File: src/rtl/lfsr_rng_pkg.sv
// Shared types and constants for the parametrised XNOR LFSR random-number generator.
package lfsr_rng_pkg;

  typedef enum logic {
    StIdle,
    StRun
  } state_e;

  localparam logic [63:0] DefaultTaps = 64'h0000_0000_8020_0003;
  localparam logic [63:0] DefaultSeed = 64'h0000_0000_97AF_C3D0;

  // Maximal-length tap masks in the {lfsr[W-2:0], fb} shift convention; 0 if not tabulated.
  function automatic logic [63:0] max_len_taps(input int unsigned width);
    logic [63:0] taps;
    case (width)
      8:       taps = 64'h0000_0000_0000_00B8;
      16:      taps = 64'h0000_0000_0000_D008;
      24:      taps = 64'h0000_0000_00E1_0000;
      32:      taps = 64'h0000_0000_8020_0003;
      64:      taps = 64'hD800_0000_0000_0000;
      default: taps = 64'h0;
    endcase
    return taps;
  endfunction

endpackage

File: src/rtl/lfsr_rng_gen_lfsr_step.sv
// Combinational Fibonacci XNOR LFSR next-state function.
module lfsr_step
  import lfsr_rng_pkg::*;
#(
  parameter int unsigned      WIDTH = 32,
  parameter logic [WIDTH-1:0] TAPS  = WIDTH'(DefaultTaps)
) (
  input  logic [WIDTH-1:0] cur,
  output logic [WIDTH-1:0] nxt
);

  logic fb;

  assign fb  = ~^(cur & TAPS);
  assign nxt = {cur[WIDTH-2:0], fb};

endmodule

File: src/rtl/lfsr_rng_gen.sv
// LFSR random-number generator with seed load, valid/ready output, period counter and
// lock-up recovery.
module lfsr_rng_gen
  import lfsr_rng_pkg::*;
#(
  parameter int unsigned WIDTH        = 32,
  parameter logic [63:0] TAPS         = DefaultTaps,
  parameter logic [63:0] SEED_DEFAULT = DefaultSeed
) (
  input  logic             clk,
  input  logic             rst,
  input  logic             req,
  input  logic             seed_valid,
  input  logic [WIDTH-1:0] seed,
  output logic             rnd_valid,
  input  logic             rnd_ready,
  output logic [WIDTH-1:0] rnd,
  output logic             busy,
  output logic             seed_err,
  output logic             lockup_err,
  output logic             period_wrap
);

  localparam logic [WIDTH-1:0] Taps    = TAPS[WIDTH-1:0];
  localparam logic [WIDTH-1:0] SeedDef = SEED_DEFAULT[WIDTH-1:0];
  // Last count value before the (2^WIDTH-1)th accepted word.
  localparam logic [WIDTH-1:0] CntLast = {{(WIDTH-1){1'b1}}, 1'b0};

  if (WIDTH < 3 || WIDTH > 64) begin : g_width_check
    $error("lfsr_rng_gen: WIDTH must be in 3..64");
  end

  state_e           state_q, state_d;
  logic [WIDTH-1:0] lfsr_q, lfsr_d, lfsr_nxt;
  logic [WIDTH-1:0] cnt_q, cnt_d;
  logic [WIDTH-1:0] rnd_q, rnd_d;
  logic             valid_q, valid_d;
  logic             busy_q, busy_d;
  logic             seed_err_q, seed_err_d;
  logic             lockup_q, lockup_d;
  logic             wrap_q, wrap_d;

  lfsr_step #(
    .WIDTH(WIDTH),
    .TAPS (Taps)
  ) u_step (
    .cur(lfsr_q),
    .nxt(lfsr_nxt)
  );

  always_comb begin
    state_d    = state_q;
    lfsr_d     = lfsr_q;
    cnt_d      = cnt_q;
    valid_d    = 1'b0;
    seed_err_d = 1'b0;
    lockup_d   = lockup_q;
    wrap_d     = 1'b0;
    unique case (state_q)
      StIdle: begin
        if (seed_valid) begin
          cnt_d = '0;
          if (seed == '1) begin
            lfsr_d     = SeedDef;
            seed_err_d = 1'b1;
          end else begin
            lfsr_d = seed;
          end
        end
        if (req) begin
          state_d = StRun;
          valid_d = 1'b1;
        end
      end
      StRun: begin
        if (lfsr_q == '1) begin
          // Recovery cycle: reload and present nothing until the next cycle.
          lockup_d = 1'b1;
          lfsr_d   = SeedDef;
        end else begin
          if (valid_q && rnd_ready) begin
            lfsr_d = lfsr_nxt;
            if (cnt_q == CntLast) begin
              cnt_d  = '0;
              wrap_d = 1'b1;
            end else begin
              cnt_d = cnt_q + WIDTH'(1);
            end
          end
          valid_d = req;
        end
        if (!req) begin
          state_d = StIdle;
        end
      end
      default: state_d = StIdle;
    endcase
    rnd_d  = valid_d ? lfsr_d : '0;
    busy_d = (state_d == StRun);
  end

  always_ff @(posedge clk or posedge rst) begin
    if (rst) begin
      state_q    <= StIdle;
      lfsr_q     <= SeedDef;
      cnt_q      <= '0;
      rnd_q      <= '0;
      valid_q    <= 1'b0;
      busy_q     <= 1'b0;
      seed_err_q <= 1'b0;
      lockup_q   <= 1'b0;
      wrap_q     <= 1'b0;
    end else begin
      state_q    <= state_d;
      lfsr_q     <= lfsr_d;
      cnt_q      <= cnt_d;
      rnd_q      <= rnd_d;
      valid_q    <= valid_d;
      busy_q     <= busy_d;
      seed_err_q <= seed_err_d;
      lockup_q   <= lockup_d;
      wrap_q     <= wrap_d;
    end
  end

  assign rnd_valid   = valid_q;
  assign rnd         = rnd_q;
  assign busy        = busy_q;
  assign seed_err    = seed_err_q;
  assign lockup_err  = lockup_q;
  assign period_wrap = wrap_q;

endmodule

File: config.mk
export PLATFORM = sky130hd
export DESIGN_NAME = lfsr_rng_gen
export DESIGN_NICKNAME = d
export VERILOG_FILES = /design/src/rtl/lfsr_rng_pkg.sv /design/src/rtl/lfsr_rng_gen_lfsr_step.sv /design/src/rtl/lfsr_rng_gen.sv
export SDC_FILE = /design/constraint.sdc
export NUM_CORES = 1
export LEC_CHECK = 0
export CELL_PAD_IN_SITES_DETAIL_PLACEMENT = 1
export CELL_PAD_IN_SITES_GLOBAL_PLACEMENT = 1
export CORE_MARGIN = 5
export CORE_UTILIZATION = 42
export CTS_CLUSTER_SIZE = 20
export DETAILED_ROUTE_END_ITERATION = 7
export PLACE_DENSITY_LB_ADDON = 0.1
export SYNTH_ARGS = -nofsm -noshare
export SYNTH_HDL_FRONTEND = slang
export SYNTH_SLANG_ARGS = --single-unit
export TNS_END_PERCENT = 30
File: constraint.sdc
create_clock -name clk -period 4 [get_ports clk]
set_input_delay 1 -clock clk [delete_from_list [all_inputs] [get_ports clk]]
set_output_delay 1 -clock clk [all_outputs]
set_load 0.01 [all_outputs]
# After elaboration in Yosys (flattened, before gate mapping)
# Index checks and enable logic that the tools add are counted.
[op_classes]
bitwise_logic = 1
n_reduce_logical = 4
add_sub_neg = 1
n_mux = 21
n_eq_ne = 6
[op_table]
columns = ["cell", "n"]
rows = [
  ["$mux W32", 9],
  ["$pmux W32 S2", 2],
  ["$eq A32 B32 Y1 const B", 3],
  ["$add A32 B1 Y32 const B", 1],
  ["$reduce_xnor A32 Y1", 1],
  ["$mux W1", 9],
  ["$ne A2 B2 Y1 const B", 2],
  ["$reduce_and A3 Y1", 1],
  ["$ne A2 B1 Y1 const B", 1],
  ["$pmux W1 S2", 1],
  ["$reduce_and A2 Y1", 1],
  ["$logic_and A1 B1 Y1", 1],
  ["$not A1 Y1", 1],
]
[word_totals]
out_inout_bits = 37
in_bits = 37
ff_bits = 101

# Depth between registers and ports, before layout
# Gate-level depths: netlist (run 1).
[logic_depth]
depth_word = 5
mapped_depth = 9

# Hierarchy
# Synthesis (run 1) repeated with hierarchy kept, for this count alone.
[hier_totals]
hier_cells = 552
hier_area_um2 = 5547.8
[by_module_without_submodules]
columns = ["mod", "n_inst", "cells_per_inst", "area_per_inst_um2"]
rows = [
  ["lfsr_rng_gen", 1, 517, 5281.3],
  ["lfsr_step", 1, 35, 266.5],
]

# Least setup slack after synthesis (run 1)
# No wires, ideal clock.
[synth_path]
kind = "input to register"
from = "input seed[0]"
to = "register rnd_q[1], in the netlist rnd[1]"
setup_ps = 142
cell_stages = 5
t_required_ps = 3858
setup_slack_ps = 1636
arrival_time_ps = 2223
path_buffers = 0
cell_sequence = "nand4_1 nor4_4 nand2_1 a311oi_1 a211oi_1"
[synth_between]
elab_chain_cells = 5
[synth_rtl]
columns = ["element", "line", "text"]
rows = [
  ["from (decl)", "lfsr_rng_gen.sv:14", "input logic [WIDTH-1:0] seed,"],
  ["$eq A32 B32 Y1", "lfsr_rng_gen.sv:63", "if (seed == '1) begin"],
  ["$mux W32", "lfsr_rng_gen.sv:63", ""],
  ["$mux W32", "lfsr_rng_gen.sv:61", "if (seed_valid) begin"],
  ["$pmux W32 S2", "lfsr_rng_gen.sv:59", "unique case (state_q)"],
  ["$mux W32", "lfsr_rng_gen.sv:98", "rnd_d = valid_d ? lfsr_d : '0;"],
  ["net rnd_d[1]", "lfsr_rng_gen.sv:36", "logic [WIDTH-1:0] rnd_q, rnd_d;"],
  ["to (signal assigned)", "lfsr_rng_gen.sv:117", "rnd_q <= rnd_d;"],
  ["to (decl)", "lfsr_rng_gen.sv:36", ""],
]
# The timed path passes the listed nets, and every way through them passes these cells.
# A chain may end at the register's enable or synchronous reset.

# Worst setup path in the final report (run 1)
[layout_path]
from = "input seed[0]"
to = "register rnd_q[2], in the netlist rnd[2]"
# The elaborated chain is that of the path after synthesis.

==> impl_metrics.ini, run 1 <==
[cells_and_area]
postLayoutCoreUtil = 0.529
final_common_cell = dfrtp_1
nNetsFinal = 647
final_cell_area_sq_um = 6410
syn_to_final_growth_pct = 22.9
mostFrequentLayoutCells = dfrtp_1 (83), clkdlybuf4s50_1 (73), nor2_1 (56), nand2_1 (51), nand4_1 (40)
drive_gt1_frac = 0.126
antenna_cells = 0

[synth]
yosysTopAreaCell = dfrtp_1
synth_edf_count = 0
synth.distinct_cells = 60
netlist_instances = 543
synth.area.top_cells = dfrtp_1 (40%), dfstp_2 (9.1%), nand4_1 (4.8%), nor2_1 (4.0%), nand2_1 (3.7%)
avgSynthCellArea_sq_um = 9.60
netlist_area_sq_um = 5210
synth_nets = 583
ys.flop_type = dfrtp_1
ys_warn_count = 0
yosys.area.top_type_share = 0.398
ys_ff_latch = 101
synth-seq-area-share = 0.489
async_reset_ff_frac = 1.00

[floorplan]
io_pins = 74
start_util = 0.430
die-area_sq_um = 14700
die-width_microns = 121
core_sq_um = 12100
std_cell_rows = 40
dieHeight_microns = 121

[hold_path]
hp-class = flip-flop to flip-flop

[routing]
postRouteAntennaNets = 0
viasPerCell = 6.02
drc = 0
drtIter0Drc = 362
drt-pass1-iter-count = 4
vias = 4696
drt-total-wl_microns = 17000
wl_per_cell_microns = 21.8

[setup_path]
cp-start-kind = input pin
cpLargestDelayFamily = simple AND/OR/NAND/NOR gates
slowest_delay_ps = 620
cp.arrival_ps = 3120
crit_type = input pin to flip-flop
path_cells = clkdlybuf4s50_1 -> nand4_1 -> nor4_4 -> nand2_1 -> a311oi_1 -> a211oi_1
worstPathMaxFanout = 10
required_ps = 4200
worst-path-buf-inv = 1
cp-end-kind = flip-flop
cpMaxStageDelayCell = nor4_4

[run]
cap_violations = 0

[timing]
tns_ps = 0
setup_viol = 0
fmax_mhz = 342
worstMarginPinSlew_ps = 808
fin_hold_ws_ps = 486
max_slew_margin = 0.460
drv_slew = 0
skew_ps = 8.24
fin_crit_sh = 0.731
period_minus_slack_ps = 2920
final_hold_viol_count = 0
rsz0062_at_grt = no

[clock_tree]
postCtsSetupBuffers = 0
clk_latency_ps = 360
clockBufferDepth = 2
path_clk_slew_ps = 70
cts.htree.levels = 3
clock_sinks = 101
cts_buffers = 9
cts_hold_buf = 0
cts_repair_resize_count = 0
cts_tree = yes
cts-root-buf = clkbuf_16

[global_routing]
grt_use_total = 0.241
grt_max_degree = 57
antenna_found_initial = 0
grt_pass1_wl_microns = 27800
grt_overflow = 0
grt_pass1_vias = 5209

[power]
vdd_drop_max_mv = 0.344
leakage_nw = 2.64
p_per_area_nw_per_um2 = 396

[placed_design]
gp_congestion = 0.812
dpl_cell_area_sq_um = 6100
portBuffers = 73
dpl.hpwl_microns = 11800

[status]
status = finished clean
through the flow:
stage	setup slack (ps)	total power, mW	cells
finish	1080	2.54	780
global route	894	2.65	780
CTS	1080	2.57	780
detailed placement	720	1.63	764
global placement	796	1.62	764
floorplan	383	1.42	543
cell type report:
type | instances | area (sq um)
fillers | 1402 | 5710
clock inverters | 7 | 78.8
clock buffers | 9 | 225
inverters | 7 | 28.8
flip-flops and latches | 101 | 2550
multi-input cells | 404 | 2490
repair buffers | 84 | 826
well taps | 168 | 210
where the power goes:
group	switching [mW]	total [mW]	internal (mW)
combinational	0.218	0.409	0.191
clock	0.425	0.921	0.496
sequential	0.0748	1.21	1.13
total	0.718	2.54	1.82
per-layer routing:
| metal | GRT usage | share of wire |
|---|---|---|
| met4 | 0.0833 | 0.023 |
| met1 | 0.287 | 0.41 |
| met2 | 0.418 | 0.52 |
| met3 | 0.0643 | 0.051 |
| met5 | 0 | 0 |
worst paths after layout:
path	start	to	slack (ps)	cells past startpoint
worst max-delay path	seed[0]	rnd[2]$_DFF_PP0_	1080	6
worst min register to register	lockup_err$_DFFE_PP0P_	lockup_err$_DFFE_PP0P_	490	1
worst min-delay path	lockup_err$_DFFE_PP0P_	lockup_err$_DFFE_PP0P_	490	1
max in group asynchronous	rst	lfsr_q[23]$_DFF_PP1_	2100	3
worst max register to register	lfsr_q[15]$_DFF_PP1_	rnd[11]$_DFF_PP0_	1190	5
min in group asynchronous	rst	cnt_q[23]$_DFFE_PP0P_	1120	2
registers in the layout, indices dropped and copies added (netlist names):
register	cells
cnt_q	32
lfsr_q	32
rnd	32
busy	1
lockup_err	1
period_wrap	1
rnd_valid	1
seed_err	1
logic make-up after synthesis:
kind of cell | Yosys count | synth area share
flops | 101 | 0.489
mux | 15 | 0.0322
xor+xnor | 5 | 0.00840
simple gates | 267 | 0.281
buf+inv | 38 | 0.0336
fa+ha+maj | 3 | 0.00720
compound gates | 114 | 0.149
cells in the mapped netlist (2+ instances only):
cell type and instances:
a211oi_1 3, a21oi_1 24, a221o_1 2, a22o_1 13, a311oi_1 3, a31oi_1 4
a32oi_1 3, a41oi_1 2, and2_1 2, and3_1 8, and4_1 6, buf_2 11
buf_6 2, clkbuf_1 16, dfrtp_1 83, dfstp_2 18, ha_1 3, inv_1 7
mux2_2 14, nand2_1 51, nand3_1 32, nand3_2 2, nand4_1 40, nand4b_1 2
nor2_1 56, nor2b_1 18, nor3_1 27, nor3b_1 2, nor4_1 4, nor4_2 5
nor4_4 3, o211ai_1 5, o21ai_0 4, o21ai_1 9, o221ai_1 2, o22ai_1 29
xnor2_1 5
(Power assumes the default switching activity.)
==> run 2: changes to the inputs <==
==> constraint.sdc (replaced) <==
create_clock -name clk -period 2.7 [get_ports clk]
set_input_delay 0.675 -clock clk [delete_from_list [all_inputs] [get_ports clk]]
set_output_delay 0.675 -clock clk [all_outputs]
set_load 0.01 [all_outputs]
==> impl_metrics.ini, run 2 (synthesis results as in run 1) <==
[cells_and_area]
postLayoutCoreUtil = 0.544
num-fill-cells = 1387
final_cell_area_sq_um = 6590
antenna_cells = 0
multi_input_area_sq_um = 2490
nNetsFinal = 669
syn_to_final_growth_pct = 26.4
seq_area_sq_um = 2550
mostFrequentLayoutCells = dfrtp_1 (83), clkdlybuf4s50_1 (73), nor2_1 (56), nand2_1 (51), nand4_1 (40)
final_common_cell = dfrtp_1
drive_gt1_frac = 0.156

[power]
pwr-share-comb = 0.171
power.share.switching = 0.286
p_clk_frac = 0.344
p_switching_mw = 1.05
leakage_nw = 2.74
p_seq_frac = 0.485
p_per_area_nw_per_um2 = 560
vdd_drop_max_mv = 0.498
internal-power_mw = 2.64

[global_routing]
antenna_found_initial = 0
grt_pass1_vias = 5385
grtUsageMet2 = 0.450
grt_max_degree = 29
grt_overflow = 0
grtUsageMet1 = 0.303
grt_use_total = 0.252
grtUsageMet3 = 0.0490
gr-max-usage-layer = met2
grt_pass1_wl_microns = 29100

[timing]
skew_ps = 11.6
fin_hold_ws_ps = 514
drv_slew = 0
period_minus_slack_ps = 2360
setup_viol = 0
max_slew_margin = 0.516
tns_ps = 0
fmax_mhz = 423
final_hold_viol_count = 0
fin_crit_sh = 0.875
worstMarginPinSlew_ps = 720
rsz0062_at_grt = no

[setup_path]
cp.arrival_ps = 2660
worst-path-buf-inv = 2
slowest_delay_ps = 570
cp-end-kind = flip-flop
cp-start-kind = flip-flop
cpLargestDelayFamily = simple AND/OR/NAND/NOR gates
path_cells = nand4_1 -> nor4_2 -> buf_4 -> a21o_1 -> buf_4 -> mux2_2 -> nand2_1
required_ps = 2990
crit_path_frequent_cell = buf_4
worstPathMaxFanout = 12
cpMaxStageDelayCell = dfstp_2
crit_type = flip-flop to flip-flop

[clock_tree]
postCtsSetupBuffers = 0
cts_buffers = 9
cts.htree.levels = 3
cts_hold_buf = 0
cts-root-buf = clkbuf_16
cts_tree = yes
clk_latency_ps = 350
clock_sinks = 101
clockBufferDepth = 2
path_clk_slew_ps = 70
cts_repair_resize_count = 0

[routing]
drt-pass1-iter-count = 4
drc = 0
vias = 4779
drtIter0Drc = 247
wl_per_cell_microns = 21.9
drt-total-wl_microns = 17600
viasPerCell = 5.96
postRouteAntennaNets = 0

[run]
cap_violations = 0

[floorplan]
io_pins = 74
die-area_sq_um = 14700
die-width_microns = 121
core_sq_um = 12100
start_util = 0.430
std_cell_rows = 40
dieHeight_microns = 121

[placed_design]
dpl_cell_area_sq_um = 6310
dpl.hpwl_microns = 12500
portBuffers = 73
gp_congestion = 0.839

[status]
status = finished clean

[hold_path]
hp-class = flip-flop to flip-flop
[run 2: cell types whose count changed in the layout (fill, tap and decap cells not counted), sizes merged]
cell / delta
clkinvlp: +1
buf: +22
inv: -4
bufinv: -1
clkbuf: +1
clkinv: +3
[run 2: layout make-up]
class                      count  area share
sequential                   101       0.387
multi-input combinational    404       0.377
timing repair buffer         106       0.156
clock buffer                  10      0.0363
tap                          168      0.0319
clock inverter                 6     0.00684
inverter                       7     0.00456
[run 2: per-layer routing]
| layer | wire [microns] | vias up |
|---|---|---|
| met5 | 0 | - |
| met1 | 7140 | 2439 |
| met2 | 9390 | 106 |
| met3 | 599 | 28 |
| met4 | 443 | 0 |
| li1 | - | 2206 |
[run 2: worst reg2reg max path: cells and delay by family (launching register included)]
kind / cells / cell delay [ps]
AND/OR/NAND/NOR: 3 / 650
flip-flops: 1 / 570
buffers and inverters: 2 / 470
multiplexers: 1 / 350
AO/OA/AOI/OAI: 1 / 260
[run 2: per-stage QoR]
step | cells | power, mW | setup WS [ps]
detailed placement | 786 | 2.44 | 83.0
CTS | 802 | 3.73 | 347
global route | 802 | 3.86 | 241
floorplan | 543 | 2.10 | 661
finish | 802 | 3.69 | 338
global placement | 786 | 2.42 | 170
[run 2: path summary, 6_finish.rpt]
| kind | start | end | slack [ps] | depth (start not counted) |
|---|---|---|---|---|
| worst max-delay path | lfsr_q[14]$_DFF_PP1_ | cnt_q[17]$_DFFE_PP0P_ | 340 | 7 |
| worst min-delay path | lockup_err$_DFFE_PP0P_ | lockup_err$_DFFE_PP0P_ | 510 | 1 |
| worst max register to register | lfsr_q[14]$_DFF_PP1_ | cnt_q[17]$_DFFE_PP0P_ | 340 | 7 |
| worst min register to register | lockup_err$_DFFE_PP0P_ | lockup_err$_DFFE_PP0P_ | 510 | 1 |
| max in group asynchronous | rst | lfsr_q[23]$_DFF_PP1_ | 1370 | 3 |
| min in group asynchronous | rst | cnt_q[26]$_DFFE_PP0P_ | 730 | 2 |
[run 2: power groups by stage]
stage / clock network [mW] / logic, mW / registers, mW
finish: 1.27 / 0.632 / 1.79
CTS: 1.30 / 0.637 / 1.79
floorplan: 0 / 0.307 / 1.80
detailed placement: 0 / 0.629 / 1.81
global route: 1.36 / 0.691 / 1.81
global placement: 0 / 0.610 / 1.81
==> run 3: changes to the inputs <==
--- a/config.mk
+++ b/config.mk
@@ -12,6 +12,7 @@
 export CTS_CLUSTER_SIZE = 20
 export DETAILED_ROUTE_END_ITERATION = 7
 export PLACE_DENSITY_LB_ADDON = 0.1
+export REMOVE_ABC_BUFFERS = 1
 export SYNTH_ARGS = -nofsm -noshare
 export SYNTH_HDL_FRONTEND = slang
 export SYNTH_SLANG_ARGS = --single-unit
==> constraint.sdc (replaced) <==
create_clock -name clk -period 2.7 [get_ports clk]
set_input_delay 0.54 -clock clk [delete_from_list [all_inputs] [get_ports clk]]
set_output_delay 0.54 -clock clk [all_outputs]
set_load 0.01 [all_outputs]
==> impl_metrics.ini, run 3 (synthesis results as in run 1) <==
[status]
status = finished clean

[global_routing]
antenna_found_initial = 0
grt_use_total = 0.233
grt_pass1_wl_microns = 26700
grt_max_degree = 64
grt_pass1_vias = 5075
grt_overflow = 0

[floorplan]
io_pins = 74
die-area_sq_um = 14700
std_cell_rows = 40
start_util = 0.430
core_sq_um = 12100
dieHeight_microns = 121
die-width_microns = 121

[setup_path]
cpMaxStageDelayCell = nor4_2
cp.arrival_ps = 2480
path_cells = nand3_2 -> nor4_2 -> nand4_1 -> or3b_1 -> o211ai_1
worstReg2RegStart = cnt_q[0]$_DFFE_PP0P_
cpLargestDelayFamily = simple AND/OR/NAND/NOR gates
crit_type = flip-flop to flip-flop
required_ps = 2970
slowest_delay_ps = 640
worst-path-buf-inv = 0
crit_path_start = cnt_q[0]$_DFFE_PP0P_
cp-end-kind = flip-flop
cp-start-kind = flip-flop
worstPathMaxFanout = 7

[cells_and_area]
nNetsFinal = 666
drive_gt1_frac = 0.149
postLayoutCoreUtil = 0.539
final_common_cell = dfrtp_1
syn_to_final_growth_pct = 25.2
mostFrequentLayoutCells = dfrtp_1 (83), clkdlybuf4s50_1 (73), nor2_1 (56), nand2_1 (51), nand4_1 (40)
antenna_cells = 0

[timing]
max_slew_margin = 0.500
rsz0062_at_grt = no
fin_crit_sh = 0.821
drv_slew = 0
setup_viol = 0
skew_ps = 11.3
final_hold_viol_count = 0
worstMarginPinSlew_ps = 744
period_minus_slack_ps = 2220
fmax_mhz = 451

[routing]
wl_per_cell_microns = 20.6
drtIter0Drc = 334
postRouteAntennaNets = 0
drt-pass1-iter-count = 4
viasPerCell = 5.97
drt-total-wl_microns = 16500
drc = 0
vias = 4767

[clock_tree]
postCtsSetupBuffers = 0
cts.htree.levels = 3
path_clk_slew_ps = 70
cts_repair_resize_count = 0
clk_latency_ps = 360
cts_buffers = 9
cts_tree = yes
cts-root-buf = clkbuf_16
clock_sinks = 101
cts_hold_buf = 0
clockBufferDepth = 2

[power]
p_per_area_nw_per_um2 = 560
finalPower_mw = 3.65
p_clk_frac = 0.344
pwr-share-comb = 0.168
internal-power_mw = 2.64
vdd_drop_max_mv = 0.386
leakage_nw = 2.71
p_switching_mw = 1.01
power.share.switching = 0.276
p_seq_frac = 0.489

[run]
cap_violations = 0

[placed_design]
portBuffers = 73
dpl.hpwl_microns = 12100
gp_congestion = 0.851

[hold_path]
hp-class = input pin to asynchronous set/reset pin
-- run 3: path summary, 6_finish.rpt --
check / end / slack (ps) / cells after the start
setup / recovery: cnt_q[27]$_DFFE_PP0P_ / 480 / 5
hold reg to reg: lockup_err$_DFFE_PP0P_ / 470 / 1
min in group clk: lockup_err$_DFFE_PP0P_ / 470 / 1
max in group asynchronous: lfsr_q[8]$_DFF_PP1_ / 1590 / 3
hold / removal: rnd[27]$_DFF_PP0_ / 470 / 2
setup reg to reg: cnt_q[27]$_DFFE_PP0P_ / 480 / 5
-- run 3: area by class of cell --
class	count	area (sq um)
Fill cell	1411	5590
Clock buffer	13	260
Multi-Input combinational cell	404	2490
Timing Repair Buffer	103	968
Tap cell	168	210
Sequential cell	101	2550
Inverter	7	28.8
Clock inverter	3	20.0
-- run 3: power groups by stage --
stage	clock network, mW	logic (mW)	registers [mW]
floorplan	0	0.287	1.80
global placement	0	0.596	1.81
detailed placement	0	0.614	1.81
CTS	1.29	0.618	1.79
global route	1.36	0.671	1.80
finish	1.26	0.612	1.78
-- run 3: metrics by stage --
stage	hold slack [ps]	worst slack (ps)	std cells	setup TNS, ps	instance area, sq um
after CTS	466	456	799	0	6530
final	465	482	799	0	6530
after floorplan	471	-457	512	-39500	5060
after global placement	452	266	783	0	6240
after global routing	482	302	799	0	6530
after detailed placement	469	176	783	0	6240
-- run 3: routing by layer --
| layer | routed length [microns] | GRT usage | vias to the layer above |
|---|---|---|---|
| met1 | 7700 | 0.312 | 2426 |
| met2 | 7830 | 0.375 | 107 |
| li1 | - | - | 2208 |
| met3 | 610 | 0.0462 | 26 |
| met5 | 0 | 0 | - |
| met4 | 351 | 0.0819 | 0 |
==> RTL edit, RTL diff (settings of run 3) <==
Remove the register `seed_err_q`: a continuous assignment takes its place, so the output `seed_err` follows one clock earlier.
--- a/src/rtl/lfsr_rng_gen.sv
+++ b/src/rtl/lfsr_rng_gen.sv
@@ -107,7 +107,6 @@
       rnd_q      <= '0;
       valid_q    <= 1'b0;
       busy_q     <= 1'b0;
-      seed_err_q <= 1'b0;
       lockup_q   <= 1'b0;
       wrap_q     <= 1'b0;
     end else begin
@@ -117,11 +116,12 @@
       rnd_q      <= rnd_d;
       valid_q    <= valid_d;
       busy_q     <= busy_d;
-      seed_err_q <= seed_err_d;
       lockup_q   <= lockup_d;
       wrap_q     <= wrap_d;
     end
   end
+
+  assign seed_err_q = seed_err_d;
 
   assign rnd_valid   = valid_q;
   assign rnd         = rnd_q;
Check against the original RTL: not equivalent (a bounded check fails within 4 cycles, from zero or initial values and one cycle with rst high).
==> RTL edit against run 3 <==
- power increased by 1.7%
- hold slack improved by 0.037 ns
- sequential cell count decreased by 1
- wire length is 5.7% higher
- design area up 3.5%
- die area is 0.44% lower
- setup slack worse by 0.44 ns
- critical path type is now primary input to primary output
- count of clock-buffer cells in the layout is 1 lower
- synthesized area down 0.48%
- first-iteration DRC count rose by 24%
==> RTL edit: results <==
final_layout:
  fin_nets: 696
  layout-drive-gt1-share_pct: 18.9
  final_cells: 829
critical_path:
  crit_path_max_fanout: 2
  crit_path_start: "seed[31]"
  slowest_stage: "clkdlybuf4s50_1"
  slowest_delay_ns: 0.49
  cp.arrival_ns: 2.12
  reg2reg_from: "lfsr_q[31]"
  path_delay_family: "buffers and inverters"
clocking:
  postCtsSetupBuffers: 2
  clk_pin_slew_ns: 0.06
  cts_root_buf: "clkbuf_16"
  cts_resized: 2
grt:
  first_global_vias: 5119
  met1_usage_pct: 33.3
  grt_usage_pct: 24.5
  antenna_found_initial: 0
  grt_max_degree: 40
  grt_util_met2_pct: 39.9
  globalRouteMet3Util_pct: 4.94
  grt_pass1_wl_um: 28100
place:
  pre_cts_ws_ns: -0.296
  placed_cell_area_um2: 6450
  portBuffers: 73
  dp_hpwl_um: 12400
  dp.cells: 811
  place.gp.congestion: 0.833
logic_synthesis:
  synthMuxAreaShare_pct: 3.23
  synthDistinctLibCells: 60
  ys_async_sr_fraction_pct: 100
  synth_xor_xnor_area_share_pct: 0.844
  avgSynthCellArea_um2: 9.57
  seq_area_frac_synth_pct: 48.7
  yosys.area_share.adder_pct: 0.724
  synth-compound-area-share_pct: 14.9
  ys_warn_count: 0
  synthTopCellsByArea: "dfrtp_1 (40%), dfstp_2 (9.1%), nand4_1 (4.8%)"
  yosys-top-cells-count: "dfrtp_1 (82), nor2_1 (56), nand2_1 (51), nand4_1 (40), nand3_1 (32)"
power_and_ir_drop:
  vdd_drop_max_mv: 0.461
  power.total_w: 0.00372
  pwr-share-seq_pct: 47.6
  switching_share_pct: 27.3
  p_leak_nw: 2.85
detailed_routing:
  via_per_inst: 5.90
  drt_iter0_markers: 413
  dr_wl_met2_um: 8430
  wl_met3_um: 787
  wl_per_cell_um: 21.0
  drtPass1Iterations: 4
  wl_met1_um: 7990
timing:
  fin_skew_ns: 0.00797
  worstMarginPinSlew_ns: 0.759
outcome:
  status: "complete, no violations"
hold_path:
  min_path_type: "register to register"
## RTL edit: logic make-up after synthesis
kind of cell	Yosys count
compound gates	114
xor+xnor	5
fa+ha+maj	3
buf+inv	38
flops	100
mux	15
simple gates	267
## RTL edit: final cells by class
type	count	area, um^2
clock buffer	12	236
clock inverter	4	50.0
fill	1347	5310
inverter	7	28.8
multi-input combinational	404	2490
sequential	100	2520
tap	168	210
timing repair buffer	134	1210
## RTL edit: worst register-to-register path, cell delays in order (launching register included)
cell     delay, ns
dfstp_2       0.58
nand4_1       0.17
nor4_2        0.53
a21o_1        0.44
buf_4         0.26
mux2_2        0.34
nand2_1       0.06
## RTL edit: worst paths after layout
check | slack [ns] | end | cells after the start
hold / removal | 0.50 | lockup_err | 1
hold reg to reg | 0.50 | lockup_err | 1
setup reg to reg | 0.26 | cnt_q[17] | 6
max in group asynchronous | 1.52 | lfsr_q[7] | 3
min in group asynchronous | 0.52 | rnd[19] | 2
setup / recovery | 0.04 | seed_err | 6
